`src/rtl/ram_loader_pkg.sv`:
```
// Shared types and helpers for the BCD-to-RAM loader.
// State encoding, digit limit and BCD-to-binary conversion.
package ram_loader_pkg;

  typedef enum logic [2:0] {
    IDLE,
    CONV,
    WRITE,
    VRD,
    VWAIT,
    VCMP,
    FULL
  } state_e;

  localparam logic [3:0] BCD_MAX = 4'd9;

  // tens*10 + units, written as shifts to keep it multiplier-free
  function automatic logic [6:0] bcd2bin(
    input logic [3:0] tens,
    input logic [3:0] units
  );
    logic [6:0] tw;
    logic [6:0] uw;
    tw = {3'b000, tens};
    uw = {3'b000, units};
    return (tw << 3) + (tw << 1) + uw;
  endfunction

endpackage

```
`src/rtl/ram_bcd_loader_sync.sv`:
```
// Key synchronizer: two-flop metastability filter plus
// a rising-edge detector giving one pulse per press.
module key_edge_sync (
  input  logic clock,
  input  logic resetn,
  input  logic d,
  output logic pulse
);

  logic s1;
  logic s2;
  logic s3;

  always_ff @(posedge clock or negedge resetn) begin
    if (!resetn) begin
      s1 <= 1'b0;
      s2 <= 1'b0;
      s3 <= 1'b0;
    end else begin
      s1 <= d;
      s2 <= s1;
      s3 <= s2;
    end
  end

  assign pulse = s2 & ~s3;

endmodule

```
`src/rtl/ram_bcd_loader.sv`:
```
// Keyed two-digit BCD value writer with auto-incrementing RAM address.
// Define RAM_VERIFY_EN to add a readback compare after every write.
import ram_loader_pkg::*;

module ram_bcd_loader #(
  parameter int ADDR_W = 5,
  parameter int DATA_W = 8,
  parameter int WRAP   = 0,
  parameter int RD_LAT = 1
) (
  input  logic              clock,
  input  logic              resetn,
  input  logic [3:0]        tens,
  input  logic [3:0]        units,
  input  logic              store,
  input  logic              clear,
  output logic [ADDR_W-1:0] wraddress,
  output logic [DATA_W-1:0] data,
  output logic              wren,
  output logic [ADDR_W-1:0] rdaddress,
  input  logic [DATA_W-1:0] q,
  output logic [ADDR_W:0]   count,
  output logic              busy,
  output logic              full,
  output logic              err_bcd,
  output logic              verify_err
);

  localparam int DEPTH = 2 ** ADDR_W;
  localparam logic [ADDR_W:0] CMAX = (ADDR_W + 1)'(DEPTH);

  state_e            st;
  logic              start;
  logic [3:0]        t_q;
  logic [3:0]        u_q;
  logic [ADDR_W-1:0] addr;
  logic [ADDR_W-1:0] rda;
  logic [ADDR_W:0]   count_nx;
  logic              bad;
  logic              full_nx;

  key_edge_sync u_sync (
    .clock  (clock),
    .resetn (resetn),
    .d      (store),
    .pulse  (start)
  );

  assign bad      = (tens > BCD_MAX) || (units > BCD_MAX);
  assign count_nx = (count == CMAX) ? count : count + 1'b1;
  assign full_nx  = (WRAP == 0) && (count_nx == CMAX);

`ifdef RAM_VERIFY_EN
  logic       verr;
  logic [7:0] wcnt;
`endif

  always_ff @(posedge clock or negedge resetn) begin
    if (!resetn) begin
      st      <= IDLE;
      addr    <= '0;
      count   <= '0;
      data    <= '0;
      rda     <= '0;
      t_q     <= '0;
      u_q     <= '0;
      err_bcd <= 1'b0;
`ifdef RAM_VERIFY_EN
      verr    <= 1'b0;
      wcnt    <= '0;
`endif
    end else if (clear) begin
      st      <= IDLE;
      addr    <= '0;
      count   <= '0;
      err_bcd <= 1'b0;
`ifdef RAM_VERIFY_EN
      verr    <= 1'b0;
`endif
    end else begin
      unique case (st)
        IDLE: begin
          if (start) begin
            if (bad) begin
              err_bcd <= 1'b1;
            end else begin
              err_bcd <= 1'b0;
              t_q     <= tens;
              u_q     <= units;
              st      <= CONV;
            end
          end
        end
        CONV: begin
          data <= DATA_W'(bcd2bin(t_q, u_q));
          st   <= WRITE;
        end
        WRITE: begin
          addr  <= addr + 1'b1;
          count <= count_nx;
          rda   <= addr;
`ifdef RAM_VERIFY_EN
          st    <= VRD;
`else
          st    <= full_nx ? FULL : IDLE;
`endif
        end
`ifdef RAM_VERIFY_EN
        VRD: begin
          wcnt <= 8'd1;
          st   <= (RD_LAT == 0) ? VCMP : VWAIT;
        end
        VWAIT: begin
          if (wcnt >= 8'(RD_LAT)) st <= VCMP;
          else wcnt <= wcnt + 8'd1;
        end
        VCMP: begin
          if (q != data) verr <= 1'b1;
          st <= ((WRAP == 0) && (count == CMAX)) ? FULL : IDLE;
        end
`endif
        FULL:    st <= FULL;
        default: st <= IDLE;
      endcase
    end
  end

  assign wren      = (st == WRITE);
  assign wraddress = addr;
  assign rdaddress = rda;
  assign busy      = (st != IDLE) && (st != FULL);
  assign full      = (st == FULL);

`ifdef RAM_VERIFY_EN
  assign verify_err = verr;
`else
  logic unused_q;
  assign unused_q   = ^{q, 32'(RD_LAT), full_nx & 1'b0};
  assign verify_err = 1'b0;
`endif

endmodule
```
`config.mk`:
```
export PLATFORM = sky130hd
export DESIGN_NAME = ram_bcd_loader
export DESIGN_NICKNAME = d
export VERILOG_FILES = /design/src/rtl/ram_loader_pkg.sv /design/src/rtl/ram_bcd_loader_sync.sv /design/src/rtl/ram_bcd_loader.sv
export SDC_FILE = /design/constraint.sdc
export NUM_CORES = 1
export LEC_CHECK = 0
export CAP_MARGIN = 15
export CORE_MARGIN = 4
export CORE_UTILIZATION = 40
export CTS_CLUSTER_DIAMETER = 60
export DETAILED_ROUTE_END_ITERATION = 10
export GPL_TIMING_DRIVEN = 0
export PLACE_DENSITY_LB_ADDON = 0.12
export SYNTH_ARGS = -nofsm -noshare
export SYNTH_HDL_FRONTEND = slang
export SYNTH_SLANG_ARGS = --single-unit
```
`constraint.sdc`:
```
create_clock -name clock -period 3 [get_ports clock]
set_input_delay 0.45 -clock clock [delete_from_list [all_inputs] [get_ports clock]]
set_output_delay 0.45 -clock clock [all_outputs]
set_load 0.02 [all_outputs]
```
After elaboration in Yosys (flattened, before gate mapping)
Index checks and enable logic that the tools add are counted.

word-level totals
  flip-flop bits (word level) = 38
  bits in latches = 0
  memory bits (writable) = 0
  memory bits (read-only) = 0
  bits of input ports = 20
  output and inout bits = 29
  word-level logic and storage cells = 55
  memories = 0

operators by class
  add/sub/neg operators = 4
  multiply operators = 0
  divide/modulo/power cells = 0
  magnitude comparators = 2
  eq/ne operators = 8
  shift operators = 0
  mux-type cells = 14
  bitwise gates (word level) = 4
  reductions and logical operators = 12

operators with widths
  kind                   number
  $mux W6                3
  $eq A6 B6 Y1 const B   2
  $mux W3                4
  $pmux W3 S4            1
  $mux W5                2
  $ne A3 B3 Y1 const B   3
  $gt A4 B4 Y1 const B   2
  $reduce_and A2 Y1      4
  $add A7 B4 Y7          1
  $add A7 B5 Y7          1
  $add A6 B1 Y6 const B  1
  $reduce_bool A2 Y1     3
  $add A5 B1 Y5 const B  1
  $mux W1                4
  $reduce_and A4 Y1      1
  $eq A3 B1 Y1 const B   1
  $eq A3 B2 Y1 const B   1
  $eq A3 B3 Y1 const B   1
  $logic_not A3 Y1       1
  $not A1 Y1             3
  $reduce_bool A3 Y1     1
  $and A1 B1 Y1          1
  $logic_and A1 B1 Y1    1
  $logic_or A1 B1 Y1     1

Depth between registers and ports, before layout
Gate-level depths: netlist (run 1).

  depth in word-level cells = 6
  depth in mapped cells = 8
  gate-level depth less buffers = 8

Modules after synthesis
A second synthesis (run 1) with hierarchy kept.

second synthesis, totals
  cell total of the unflattened synthesis = 166
  area, all modules = 1,970.6 µm²

modules (own cells, without submodules)
  module          times used  cells each  area each (µm²)  sequential area each (µm²)
  ram_bcd_loader  1           162         1,881.8          875.8
  key_edge_sync   1           4           88.8             75.1

Worst setup path before layout (run 1)
OpenSTA, ideal clock, no wires.

  path kind = flip-flop to flip-flop
  from = reg t_q[0]
  to = reg data[6]
  setup time = 0.125 ns
  data arrival time = 2.077 ns
  required time = 2.875 ns
  setup slack = 0.799 ns
  stages on the path, launching flop included = 9
  path buffers = 0
  clock period less this slack = 2.201 ns
  cells stage by stage = dfrtp_1 inv_1 fa_1 inv_1 fa_1 a21o_1 a21oi_1 xnor2_1 mux2_2

between the ends
  longest elaborated chain between the ends = 2

ends and longest elaborated chain
  item                    line                  source
  start, declared         ram_bcd_loader.sv:34  logic [3:0] t_q;
  start signal, assigned  ram_bcd_loader.sv:88  t_q <= tens;
  $add A7 B5 Y7           ram_loader_pkg.sv:26  return (tw << 3) + (tw << 1) + uw;
  $add A7 B4 Y7           ram_loader_pkg.sv:26
  end signal, assigned    ram_bcd_loader.sv:95  data <= DATA_W'(bcd2bin(t_q, u_q));
  end, declared           ram_bcd_loader.sv:18  output logic [DATA_W-1:0] data,

No other way between the ends.
A chain may end at the register's enable or synchronous reset.

Final worst setup path (run 1)
  from = reg st[0]
  to = out wren

between the ends
  longest elaborated chain between the ends = 1

ends and longest elaborated chain
  item                    line                   source
  start, declared         ram_bcd_loader.sv:32   state_e st;
  start signal, assigned  ram_bcd_loader.sv:105  st <= full_nx ? FULL : IDLE;
  $eq A3 B2 Y1            ram_bcd_loader.sv:128  assign wren = (st == WRITE);
  end, declared           ram_bcd_loader.sv:19   output logic wren,

No other way between the ends.

==> results_dict.tcl, run 1 <==
set metrics [dict create \
    outcome "complete, no violations" \
    pin_count 49 \
    avgRoutedWirePerCell_um 13.72 \
    slew_violations 0 \
    drv_cap 0 \
    yosysWarnings 0 \
    drtIter0Drc 53 \
    critPathCaptureType "primary output" \
    postRouteAntennaNets 0 \
    grt_antenna_before_repair 0 \
    dpl_cell_area_mm2 0.002396 \
    dpl.hpwl_um 2873 \
    finalCritPeriodShare_pct 90.70 \
    yosysSeqAreaShare_pct 48.94 \
    vias_per_cell 4.872 \
    start_util_pct 41.14 \
    slew_headroom_pct 32.21 \
    peakVddDrop_uv 386.2 \
    critPathKind "reg -> out" \
    crit_fanout 10 \
    synth_common_cells "dfrtp_1, mux2_2, nor2_1" \
    tns_ns 0 \
    grt_usage_pct 14.01 \
    synth_top_area_cell "dfrtp_1" \
    grt_pass1_wl_um 6775 \
    hold_class "in -> async" \
    die_y_um 77.70 \
    globalRouteOverflowTotal 0 \
    layout_min_cycle_time_ns 2.721 \
    dr.pass1.iters 4 \
    cts_hold_buf 0 \
    cts_setup_buffers 0 \
    powerDensity_mw_per_mm2 594.0 \
    cts.sinks 38 \
    finalNonFillerCells 282 \
    synth_edf_count 0 \
    n_antenna_cell 0 \
    critPathArrivalTime_ns 2.27 \
    syn_area_mm2 0.001943 \
    clock-root-buffer "clkbuf_8" \
    cts_tree "built" \
    yosysUniqueCellTypes 41 \
    cp-start-kind "flop" \
    finClkSkew_ns 0.001360 \
    worstMarginPinSlew_ns 1.014 \
    drive_gt1_share_pct 18.14 \
    dieArea_mm2 0.006037 \
    syn-instance-count 169 \
    crit_start "st[0]" \
    core-area_mm2 0.004723 \
    die_w_um 77.70 \
    p_leak_nw 1.119 \
    htree_num_levels 2 \
    setup_viol 0 \
    path_clk_slew_ns 0.07 \
    hold_viol 0 \
    reg2reg_from "t_q[0]" \
    clockBufferDepth 2 \
    rsz0062_at_grt "no" \
    num_vias 1374 \
    grt_pass1_vias 1416 \
    ctsResizeCount 0 \
    place_inst 274 \
    syn_avg_cell_area_um2 11.50 \
    synthMostInstantiatedCell "dfrtp_1" \
    port_buffers 37 \
    drcViolationCount 0 \
    final_nets 246 \
    grt_start_max_net_pins 39 \
    synth_top_area_share_pct 48.94 \
    finalWirelength_um 3869 \
    synth_seq_cells 38 \
    synthArstFlopShare_pct 100.0 \
    row_count 25 \
    fmax_mhz 367.5 \
    stdcell_area_mm2 0.002502 \
    required_ns 2.55 \
    ys.flop_type "dfrtp_1" \
    cts_made_buffers 5 \
    gp_congestion 0.7771 \
    synthTopCellsByArea "dfrtp_1, mux2_2, ha_1, xnor2_1, nor2_1" \
    clock_latency_ns 0.28 \
    area_growth_pct 28.78 \
]
## cell usage in the layout, fill, tap and decap left out, types with 2 or more instances in the layout
master / instances
ha_1: 10
fa_1: 2
dfrtp_1: 38
clkbuf_8: 5
inv_1: 8
conb_1: 2
o21ai_0: 6
a21o_1: 3
a21oi_1: 7
nand2_1: 11
nor2_1: 12
nor4b_1: 2
buf_4: 3
xnor2_1: 7
buf_2: 2
nor3_1: 3
mux2_2: 19
nand4_1: 5
clkdlybuf4s50_1: 36
xor2_1: 4
clkbuf_1: 5
or3b_2: 2
or2_2: 2
## worst max-delay path, cell delays in order (launching register included)
cell,delay (ns)
dfrtp_1,0.45
or3b_2,0.48
buf_2,0.18
inv_1,0.08
buf_4,0.17
clkdlybuf4s50_1,0.62
## metal layers
metal / GRT usage, % / wire length (µm) / vias up
met5: 0 / 0 / -
met4: 3.737 / 49 / 0
met3: 4.988 / 235 / 6
met2: 21.66 / 1787 / 34
met1: 18.59 / 1796 / 664
li1: - / - / 670
## registers in the layout, indices dropped and copies added (netlist names)
| register | flops |
|---|---|
| u_sync.s1 | 1 |
| data | 7 |
| u_sync.s2 | 1 |
| wraddress | 5 |
| u_sync.s3 | 1 |
| u_q | 4 |
| err_bcd | 1 |
| t_q | 4 |
| st | 3 |
| count | 6 |
| rdaddress | 5 |
## metrics by stage
| stage | total power [mW] | hold slack [ns] | util (%) | worst slack, ns |
|---|---|---|---|---|
| after floorplan | 0.9189 | 0.1544 | - | 0.7985 |
| after global placement | 1.075 | 0.3369 | 50.83 | 0.5432 |
| after detailed placement | 1.085 | 0.3434 | 50.73 | 0.5881 |
| after CTS | 1.510 | 0.2889 | 52.98 | 0.2644 |
| after global routing | 1.581 | 0.3364 | 52.98 | 0.1807 |
| final | 1.487 | 0.2630 | 52.98 | 0.2789 |
## power by group
group	switching [mW]	internal, mW
sequential	0.0456	0.587
combinational	0.206	0.230
clock	0.169	0.249
## final cells by class
| class | count | area [µm²] |
|---|---|---|
| Inverter | 8 | 30.03 |
| Timing Repair Buffer | 37 | 365.4 |
| Clock inverter | 1 | 30.03 |
| Fill cell | 421 | 2221 |
| Tap cell | 67 | 83.83 |
| Multi-Input combinational cell | 116 | 915.9 |
| Sequential cell | 38 | 950.9 |
| Clock buffer | 7 | 76.32 |
| Buffer | 8 | 50.05 |
## kinds of logic (layout without fill, tap and decap cells)
group / count (synthesis) / count (layout) / share of synthesized area, %
and+or+nand+nor: 50 / 50 / 15.26
DFF: 38 / 38 / 48.94
AOI/OAI and AO/OA: 21 / 21 / 6.504
muxes: 20 / 20 / 11.53
buffers and inverters: 16 / 61 / 4.121
adders and majority gates: 12 / 12 / 8.500
xor gates and xnor gates: 11 / 11 / 4.958
other: 1 / 2 / 0.1930
## path summary, 6_finish.rpt
kind / end / cells past startpoint / slack, ns
max: wren / 5 / 0.28
min: t_q[3] / 1 / 0.26
max reg2reg: data[6] / 8 / 0.69
min reg2reg: u_sync.s2 / 0 / 0.36
max in group asynchronous: count[4] / 1 / 2.22
min in group clock: u_sync.s2 / 0 / 0.36
No activity file was read; power rests on OpenSTA's default activity.
==> run 2, diff against run 1 <==
--- a/config.mk
+++ b/config.mk
@@ -5,11 +5,13 @@
 export SDC_FILE = /design/constraint.sdc
 export NUM_CORES = 1
 export LEC_CHECK = 0
+export ABC_AREA = 1
 export CAP_MARGIN = 15
 export CORE_MARGIN = 4
 export CORE_UTILIZATION = 40
 export CTS_CLUSTER_DIAMETER = 60
 export DETAILED_ROUTE_END_ITERATION = 10
+export DONT_BUFFER_PORTS = 1
 export GPL_TIMING_DRIVEN = 0
 export PLACE_DENSITY_LB_ADDON = 0.12
 export SYNTH_ARGS = -nofsm -noshare
==> run 2 against run 1 <==
Count of clock-buffer cells in the layout fell by 1. Design area down 16%. Global-route usage is 0.11 points lower. Die area shrank 2.1%. Hold slack got worse by 0.073 ns. Clock skew grew 0.0098 ns. Register-to-register slack better by 0.31 ns. Wire length fell by 4.1%. Clock power is 4% higher. Sequential power rose by 11%. Critical path depth decreased by 1. Via count shrank 1.4%.
==> results_dict.tcl, run 2 <==
set metrics [dict create \
    pre_cts_ws_ns 1.004 \
    rsz0062_at_grt "no" \
    cp-start-kind "flop" \
    grt_start_max_net_pins 39 \
    dpl_cell_area_mm2 0.001967 \
    syn_avg_cell_area_um2 9.214 \
    fin_ws_ns 1.004 \
    synth_common_cells "nand2_1, dfrtp_1, inv_1" \
    cts.sinks 38 \
    grt_usage_pct 13.90 \
    critPathCaptureType "primary output" \
    syn_area_mm2 0.001898 \
    port_buffers 0 \
    die_w_um 76.89 \
    final_nets 248 \
    syn-instance-count 206 \
    dieArea_mm2 0.005911 \
    pin_count 49 \
    peakVddDrop_uv 232.7 \
    cts_tree "built" \
    die_y_um 76.89 \
    p_leak_nw 1.063 \
    postRouteAntennaNets 0 \
    finalCritPeriodShare_pct 66.52 \
    crit_fanout 3 \
    largest_register "data" \
    synthArstFlopShare_pct 100.0 \
    required_ns 2.55 \
    finalWirelength_um 3710 \
    hold_class "in -> reg" \
    cts_made_buffers 5 \
    dpl.hpwl_um 2800 \
    top_regs "data x7, count x6" \
    dr.pass1.iters 4 \
    grt_antenna_before_repair 0 \
    synth_top_area_cell "dfrtp_1" \
    holdWs_ns 0.1904 \
    vias_per_cell 5.056 \
    path_clk_slew_ns 0.07 \
    num_vias 1355 \
    row_count 24 \
    synth_top_area_share_pct 50.10 \
    slew_violations 0 \
    drv_cap 0 \
    synth_seq_cells 38 \
    gp_congestion 0.8489 \
    critPathArrivalTime_ns 1.55 \
    drtIter0Drc 60 \
    synthMostInstantiatedCell "nand2_1" \
    layout_min_cycle_time_ns 1.996 \
    grt_pass1_wl_um 6589 \
    setup_viol 0 \
    outcome "complete, no violations" \
    finClkSkew_ns 0.01118 \
    synthTopCellsByArea "dfrtp_1, nand2_1, ha_1, inv_1, o21ai_0" \
    start_util_pct 42.42 \
    drive_gt1_share_pct 16.67 \
    final_common_cell "nand2_1" \
    worstMarginPinSlew_ns 0.5419 \
    synth_edf_count 0 \
    avgRoutedWirePerCell_um 13.84 \
    fmax_mhz 501.1 \
    drcViolationCount 0 \
    clock-root-buffer "clkbuf_8" \
    largest_reg_flops 7 \
    ys.flop_type "dfrtp_1" \
    slew_headroom_pct 63.74 \
    hold_viol 0 \
    n_antenna_cell 0 \
    stdcell_area_mm2 0.002110 \
    clock_latency_ns 0.29 \
    globalRouteOverflowTotal 0 \
    mostFrequentLayoutCells "nand2_1, dfrtp_1, inv_1" \
    fillers 431 \
    clockBufferDepth 2 \
    yosysWarnings 0 \
    grt_pass1_vias 1345 \
    powerDensity_mw_per_mm2 659.9 \
    core-area_mm2 0.004474 \
    yosysUniqueCellTypes 28 \
    htree_num_levels 2 \
    yosysSeqAreaShare_pct 50.10 \
    critPathKind "reg -> out" \
    area_growth_pct 11.14 \
    tns_ns 0 \
]
-- run 2: changes by cell type in the layout (fill, tap and decap cells not counted), moves of 6 or more --
cell / previous run / this run
clkdlybuf4s50_1: 36 / 0
nand2_1: 11 / 44
o21ai_0: 6 / 14
nand3_1: 1 / 11
nand2_2: 0 / 7
inv_1: 8 / 28
mux2_2: 19 / 2
o21ai_2: 0 / 6
-- run 2: per-layer routing --
metal	share of wire, %	track usage (%)	wire [µm]
met5	0	0	0
met2	46	20.99	1724
met3	7.3	6.206	270
met1	45	18.03	1683
met4	0.86	3.804	32
-- run 2: final cells by class --
cell class                 instances  area (µm²)  area share (%)
clock inverter                     1       30.03           1.423
tap                               52       65.06           3.084
clock buffer                       6       82.58           3.915
sequential                        38       950.9           45.08
buffer                             4       31.28           1.483
inverter                          32       120.1           5.694
timing repair buffer               2       30.03           1.423
multi-input combinational        133       799.5           37.90
-- run 2: worst max-delay path: stages (launching register included) --
cell,delay (ns)
dfrtp_1,0.43
nor2_2,0.15
inv_1,0.05
nor2_1,0.42
nor2_1,0.23
-- run 2: final timing paths --
path,start,endpoint,slack [ns],depth (start not counted)
worst max-delay path,st[0],busy,1.00,4
worst min-delay path,store,u_sync.s1,0.19,0
worst max register to register,t_q[2],data[6],1.00,8
worst min register to register,u_sync.s1,u_sync.s2,0.35,0
max in group asynchronous,resetn,t_q[2],2.19,2
min in group asynchronous,resetn,count[3],0.61,2
-- run 2: timing repair --
item,CTS,global route
hold endpoints to repair,38,0
hold buffers,2,0
buffers inserted,0,0
gates resized for setup,0,0
-- run 2: kinds of logic after synthesis --
kind of cell	synth area share, %
adder cells (fa/ha/maj)	8.701
AND/OR/NAND/NOR	18.85
AO/OA/AOI/OAI	10.09
buffers and inverters	7.975
other	0.1976
flip-flops	50.10
XOR/XNOR	2.307
multiplexers	1.780
-- run 2: per-stage QoR --
step | util (%) | power [mW] | std cells
after floorplan | - | 0.8931 | 207
after global placement | 43.96 | 0.9408 | 259
after detailed placement | 43.96 | 0.9566 | 259
after CTS | 47.15 | 1.417 | 268
after global routing | 47.15 | 1.492 | 268
final | 47.15 | 1.392 | 268
-- run 2: power by group --
part	internal [mW]	switching (mW)	leakage, nW
registers	0.587	0.115	0.501
clock network	0.266	0.170	0.0573
logic	0.117	0.137	0.505
total	0.970	0.422	1.06
